### config.mk
export PLATFORM = sky130hd
export DESIGN_NAME = float_multiplier
export DESIGN_NICKNAME = d
export VERILOG_FILES = /design/src/rtl/float_pkg.sv /design/src/rtl/float_classify.sv /design/src/rtl/float_multiplier.sv
export SDC_FILE = /design/constraint.sdc
export NUM_CORES = 2
export LEC_CHECK = 0
export ABC_AREA = 1
export BUFFER_PORTS_ARGS = -buffer_cell sky130_fd_sc_hd__clkbuf_2
export CAP_MARGIN = 15
export CORE_MARGIN = 1.5
export CORE_UTILIZATION = 70
export CTS_CLUSTER_SIZE = 40
export DETAILED_ROUTE_END_ITERATION = 10
export GPL_TIMING_DRIVEN = 0
export HOLD_SLACK_MARGIN = 0.02
export PLACE_DENSITY_LB_ADDON = 0.25
export SETUP_SLACK_MARGIN = 0.2
export SLEW_MARGIN = 20
export SYNTH_ARGS = -nofsm -noshare
export SYNTH_HDL_FRONTEND = slang
export SYNTH_HIERARCHICAL = 1
export SYNTH_SLANG_ARGS = --single-unit
### constraint.sdc
create_clock -name clk -period 2.3 [get_ports clk]
set_input_delay 0.115 -clock clk [delete_from_list [all_inputs] [get_ports clk]]
set_output_delay 0.115 -clock clk [all_outputs]
set_load 0.02 [all_outputs]
### src/rtl/float_pkg.sv
// Shared float field constants, operand classes and special-value detect helpers.
package float_pkg;

  typedef enum logic [1:0] {
    CLS_FINITE,
    CLS_ZERO,
    CLS_INF,
    CLS_NAN
  } float_class_t;

  // Field fills are sliced down to the exponent/fraction widths in use.
  localparam int MAX_FIELD = 64;
  localparam logic [MAX_FIELD-1:0] FIELD_ONES  = '1;
  localparam logic [MAX_FIELD-1:0] FIELD_ZEROS = '0;
  localparam logic                 NAN_SIGN    = 1'b0;

  function automatic logic is_zero(input logic exp_zero, input logic frac_zero);
    return exp_zero && frac_zero;
  endfunction

  function automatic logic is_inf(input logic exp_ones, input logic frac_zero);
    return exp_ones && frac_zero;
  endfunction

  function automatic logic is_nan(input logic exp_ones, input logic frac_zero);
    return exp_ones && !frac_zero;
  endfunction

endpackage

### src/rtl/float_classify.sv
// Classifies one operand and supplies its hidden bit and effective exponent.
module float_classify
  import float_pkg::*;
#(
  parameter int EXPONENT_SIZE = 8,
  parameter int MANTISSA_SIZE = 23
) (
  input  logic [EXPONENT_SIZE-1:0] i_exp,
  input  logic [MANTISSA_SIZE-1:0] i_frac,
  output float_class_t             o_class,
  output logic                     o_hidden,
  output logic [EXPONENT_SIZE-1:0] o_eff_exp
);

  logic w_exp_zero;
  logic w_exp_ones;
  logic w_frac_zero;

  assign w_exp_zero  = (i_exp == '0);
  assign w_exp_ones  = &i_exp;
  assign w_frac_zero = (i_frac == '0);

  // Subnormals carry no hidden bit and share the smallest normal exponent.
  assign o_hidden  = ~w_exp_zero;
  assign o_eff_exp = w_exp_zero ? EXPONENT_SIZE'(1) : i_exp;

  always_comb begin
    o_class = CLS_FINITE;
    if (is_nan(w_exp_ones, w_frac_zero))       o_class = CLS_NAN;
    else if (is_inf(w_exp_ones, w_frac_zero))  o_class = CLS_INF;
    else if (is_zero(w_exp_zero, w_frac_zero)) o_class = CLS_ZERO;
  end

endmodule

### src/rtl/float_multiplier.sv
// Single-cycle-latency floating-point multiplier, truncating by default.
// Define FLOAT_MULTIPLIER_RNE_EN to round to nearest, ties to even.
module float_multiplier
  import float_pkg::*;
#(
  parameter int FLOAT_SIZE    = 32,
  parameter int EXPONENT_SIZE = 8,
  parameter int MANTISSA_SIZE = 23,
  parameter int BIAS          = 127
) (
  input  logic                  clk,
  input  logic                  rst,
  input  logic                  in_valid,
  input  logic [FLOAT_SIZE-1:0] a,
  input  logic [FLOAT_SIZE-1:0] b,
  output logic                  out_valid,
  output logic [FLOAT_SIZE-1:0] out,
  output logic                  overflow,
  output logic                  underflow,
  output logic                  inexact
);

  localparam int M  = MANTISSA_SIZE;
  localparam int E  = EXPONENT_SIZE;
  localparam int PW = 2 * M + 2;
  localparam int LW = $clog2(PW);
  localparam int EW = E + LW + 3;
  localparam logic signed [EW-1:0] EXP_MAX = EW'(2 ** E - 1);
  localparam logic signed [EW-1:0] EXP_MIN = EW'(1);

  float_class_t    w_cls_a, w_cls_b;
  logic            w_hid_a, w_hid_b;
  logic [E-1:0]    w_eff_a, w_eff_b;
  logic            w_sign;
  logic [PW-1:0]   w_prod;
  logic [LW-1:0]   w_lead;
  logic [LW-1:0]   w_shamt;
  logic [PW-2:0]   w_norm;
  logic [M-1:0]    w_frac_trunc;
  logic            w_discard;
  logic            w_round_up;
  logic [M:0]      w_frac_sum;
  logic signed [EW-1:0] w_exp_pre;
  logic signed [EW-1:0] w_exp;
  logic [FLOAT_SIZE-1:0] w_res;
  logic            w_ovf, w_unf, w_inx;
  logic            w_any_nan, w_any_zero, w_any_inf;

  logic [FLOAT_SIZE-1:0] r_out;
  logic            r_valid, r_ovf, r_unf, r_inx;

  float_classify #(.EXPONENT_SIZE(E), .MANTISSA_SIZE(M)) u_class_a (
    .i_exp(a[FLOAT_SIZE-2 -: E]), .i_frac(a[M-1:0]),
    .o_class(w_cls_a), .o_hidden(w_hid_a), .o_eff_exp(w_eff_a)
  );

  float_classify #(.EXPONENT_SIZE(E), .MANTISSA_SIZE(M)) u_class_b (
    .i_exp(b[FLOAT_SIZE-2 -: E]), .i_frac(b[M-1:0]),
    .o_class(w_cls_b), .o_hidden(w_hid_b), .o_eff_exp(w_eff_b)
  );

  assign w_sign = a[FLOAT_SIZE-1] ^ b[FLOAT_SIZE-1];
  assign w_prod = PW'({w_hid_a, a[M-1:0]}) * PW'({w_hid_b, b[M-1:0]});

  always_comb begin
    w_lead = '0;
    for (int i = 0; i < PW; i++) begin
      if (w_prod[i]) w_lead = LW'(i);
    end
  end

  // The leading one is shifted out of the top so only fraction and discard bits remain.
  assign w_shamt      = LW'(PW - 1) - w_lead;
  assign w_norm       = (PW - 1)'(w_prod << w_shamt);
  assign w_frac_trunc = w_norm[PW-2 -: M];
  assign w_discard    = |w_norm[M:0];
  assign w_exp_pre    = EW'(w_eff_a) + EW'(w_eff_b) - EW'(BIAS) + EW'(w_lead) - EW'(2 * M);

`ifdef FLOAT_MULTIPLIER_RNE_EN
  assign w_round_up = w_norm[M] & ((|w_norm[M-1:0]) | w_norm[M+1]);
`else
  assign w_round_up = 1'b0;
`endif

  // A carry out of the fraction means the significand rolled over to 2.0.
  assign w_frac_sum = {1'b0, w_frac_trunc} + (M + 1)'(w_round_up);
  assign w_exp      = w_exp_pre + EW'(w_frac_sum[M]);

  assign w_any_nan  = (w_cls_a == CLS_NAN)  || (w_cls_b == CLS_NAN);
  assign w_any_zero = (w_cls_a == CLS_ZERO) || (w_cls_b == CLS_ZERO);
  assign w_any_inf  = (w_cls_a == CLS_INF)  || (w_cls_b == CLS_INF);

  always_comb begin
    w_res = {w_sign, w_exp[E-1:0], w_frac_sum[M-1:0]};
    w_ovf = 1'b0;
    w_unf = 1'b0;
    w_inx = 1'b0;
    if (w_any_nan || (w_any_zero && w_any_inf)) begin
      w_res = {NAN_SIGN, FIELD_ONES[E-1:0], FIELD_ONES[M-1:0]};
    end else if (w_any_zero) begin
      w_res = {w_sign, FIELD_ZEROS[E-1:0], FIELD_ZEROS[M-1:0]};
    end else if (w_any_inf) begin
      w_res = {w_sign, FIELD_ONES[E-1:0], FIELD_ZEROS[M-1:0]};
    end else if (w_exp >= EXP_MAX) begin
      w_res = {w_sign, FIELD_ONES[E-1:0], FIELD_ZEROS[M-1:0]};
      w_ovf = 1'b1;
      w_inx = 1'b1;
    end else if (w_exp < EXP_MIN) begin
      w_res = {w_sign, FIELD_ZEROS[E-1:0], FIELD_ZEROS[M-1:0]};
      w_unf = 1'b1;
      w_inx = 1'b1;
    end else begin
      w_inx = w_discard;
    end
  end

  always_ff @(posedge clk or posedge rst) begin
    if (rst) begin
      r_valid <= 1'b0;
      r_out   <= '0;
      r_ovf   <= 1'b0;
      r_unf   <= 1'b0;
      r_inx   <= 1'b0;
    end else begin
      r_valid <= in_valid;
      if (in_valid) begin
        r_out <= w_res;
        r_ovf <= w_ovf;
        r_unf <= w_unf;
        r_inx <= w_inx;
      end
    end
  end

  assign out_valid = r_valid;
  assign out       = r_out;
  assign overflow  = r_ovf;
  assign underflow = r_unf;
  assign inexact   = r_inx;

endmodule

==> flow_summary.ini <==
[layout]
layout.area.seq_um2 = 901
stdcell_count = 4123
drive_gt1_share_pct = 16.7
design_area_um2 = 29500
fillCellCount = 1792
multi_input_area_um2 = 20700
nets = 4415
syn_to_final_growth_pct = 19.3

[setup_path]
cpMaxStageDelayCell = fa_1
slowest_delay_ps = 780
worstPathMaxFanout = 10
path_class = in2reg
crit_top_cell = nand2_1
critPathCaptureType = register
worst_ep_arrival_time_ps = 11850
startpoint_type = input pin
cp_data_required_time_ps = 2510

[timing]
tns_ps = -309500
setup_viol = 34
final.min_clock_period_ps = 11640
period_share_pct = 506
fmax_mhz = 85.9
hold_viol = 0
setup_slack_ps = -9340
fin_skew_ps = 0
tightest_slew_ps = 1140
rsz0062_at_grt = true
relSlewSlack_pct = 24.1
slew_violations = 0

[detailed_routing]
routed_via_density = 6.41
route.detailed.drc = 5
drtAntennaViolNets = 0
first_pass_iters = 11
drtIter0Drc = 3982
vias = 26434
wl_per_cell_um = 25.0
wl_mm = 103

[worst_hold_path]
holdCritPathClass = in2reg

[placed_design]
dp_cells = 3974
place_congestion = 1.00
placed_area_um2 = 26200
io_buffers = 102
hpwl_mm = 66.7

[die]
dieWidth_um = 191
fp.dieArea_um2 = 36500
initial_core_util_pct = 71.4
core_area_um2 = 34600
num_io_pins = 103
std_cell_rows = 68
die_h_um = 191

[grt]
grt_max_degree = 37
antenna_found_initial = 7
overflow = 0
grt_usage_pct = 51.9
grt_pass1_vias = 26774
grt_first_pass_wirelength_mm = 142

[synth]
ys_seq_elements = 36
syn_nets = 4172
avgSynthCellArea_um2 = 7.24
netlist_area_um2 = 24700
synth_cells = 3417
ys_types = 57
synth_warnings = 6
yosysSeqAreaShare_pct = 3.64

[cts]
cts.sinks = 36
cts_tree = yes
clock-root-buffer = clkbuf_16
cts_buffers = 5
cts.clk_slew.worst_paths_ps = 70
clk-insertion-delay-late_ps = 290
htreeDepth = 2
cts_buffer_depth = 2

[run]
drv_cap = 0

[outcome]
status = complete, but fails checks
violations = design-rule violations, negative setup slack
## through the flow
stage	util [%]	hold WS, ps	worst slack, ps
floorplan	-	146	-7770
global placement	75.7	238	-9540
CTS	82.2	185	-7810
finish	85.2	297	-9340
detailed placement	75.7	239	-9810
global route	85.2	291	-9530
## cell usage after synthesis, drive strengths merged
cell type  instances  area, um^2
a32o               1        10.0
buf               38         254
a21oi             95         509
fa               484        9690
ha               204        2550
a31oi              1        6.26
nor4               2        12.5
a31o               1        8.76
o2111ai            1        8.76
nand3b             5        37.5
xor2              37         324
o31ai              3        27.5
a22o               2        17.5
a21boi             9         128
clkbuf           123         462
o22ai              4        25.0
nor2             129         519
xnor2             14         130
nand2            924        3500
dfrtp             36         901
and2               6        37.5
o21a               5        37.5
nand3            199        1010
clkinv             1        3.75
inv              931        3490
a211oi             4        30.0
o211ai            18         140
a221oi             1        8.76
or2               11        68.8
a21o               2        15.0
o21ai             91         523
nand4             19         125
o221ai             3        26.3
mux2i              2        20.0
o21bai             6        45.0
nor3               5        25.0
## layout by cell type, fill, tap and decap left out, types with 36 or more instances in the layout
| master | count |
|---|---|
| inv_1 | 899 |
| a21oi_1 | 55 |
| fa_1 | 477 |
| ha_1 | 178 |
| buf_4 | 129 |
| clkbuf_2 | 96 |
| nor2_1 | 107 |
| clkbuf_16 | 38 |
| nand2_1 | 893 |
| o21ai_1 | 47 |
| nand3_1 | 187 |
| dfrtp_1 | 36 |
## final timing paths
| path | from | endpoint | slack (ps) | cells past startpoint |
|---|---|---|---|---|
| min in group asynchronous | rst | out[5] | 570 | 3 |
| worst min register to register | inexact | inexact | 520 | 2 |
| worst max-delay path | b[5] | out[18] | -9340 | 65 |
| worst max register to register | out[27] | out[27] | 1400 | 2 |
| worst min-delay path | b[31] | out[31] | 300 | 3 |
| max in group asynchronous | rst | out[10] | 1210 | 3 |
## routing by layer
layer	share of wire, %	GRT usage (%)
met1	30	58.8
met2	41	80.8
met3	17	17.9
met4	12	40.0
met5	0.19	0
## state kept, by name (all words and copies together) (netlist names)
signal and flops:
inexact 1, out 32, overflow 1, underflow 1
out_valid 1
## area by class of cell
class / count / share of cell area, %
buffer: 161 / 6.23
sequential: 36 / 3.05
clock buffer: 5 / 0.424
inverter: 932 / 12.0
multi-input combinational: 2288 / 70.1
antenna: 7 / 0.0594
timing repair inverter: 1 / 0.0382
timing repair buffer: 235 / 6.16
tap: 455 / 1.93
clock inverter: 3 / 0.0636
## critical path: cells and delay by family
kind	cells	cell delay (ps)
adder cells (fa/ha/maj)	10	4330
AO/OA/AOI/OAI	17	2890
AND/OR/NAND/NOR	21	2250
buffers and inverters	16	1770
XOR/XNOR	1	430
## repair_timing
item,CTS,global route
buffers inserted,64,66
hold buffers,2,0
gates cloned,2,0
gates resized for setup,349,157
endpoints found under the setup margin,34,35
pin swaps,102,108
hold endpoints to repair,37,0
## cell families (layout without fill, tap and decap cells)
kind of cell,count (synthesis),in the layout,synth area share (%)
XOR/XNOR,51,51,1.84
adder cells (fa/ha/maj),688,688,49.5
other,0,7,0
flip-flops,36,36,3.64
buffers and inverters,1093,1337,17.0
AND/OR/NAND/NOR,1300,1300,21.6
multiplexers,2,2,0.0809
AO/OA/AOI/OAI,247,247,6.33
Power is not shown: default switching activity piles up to over one toggle a cycle in this logic, so the estimate is an artifact.
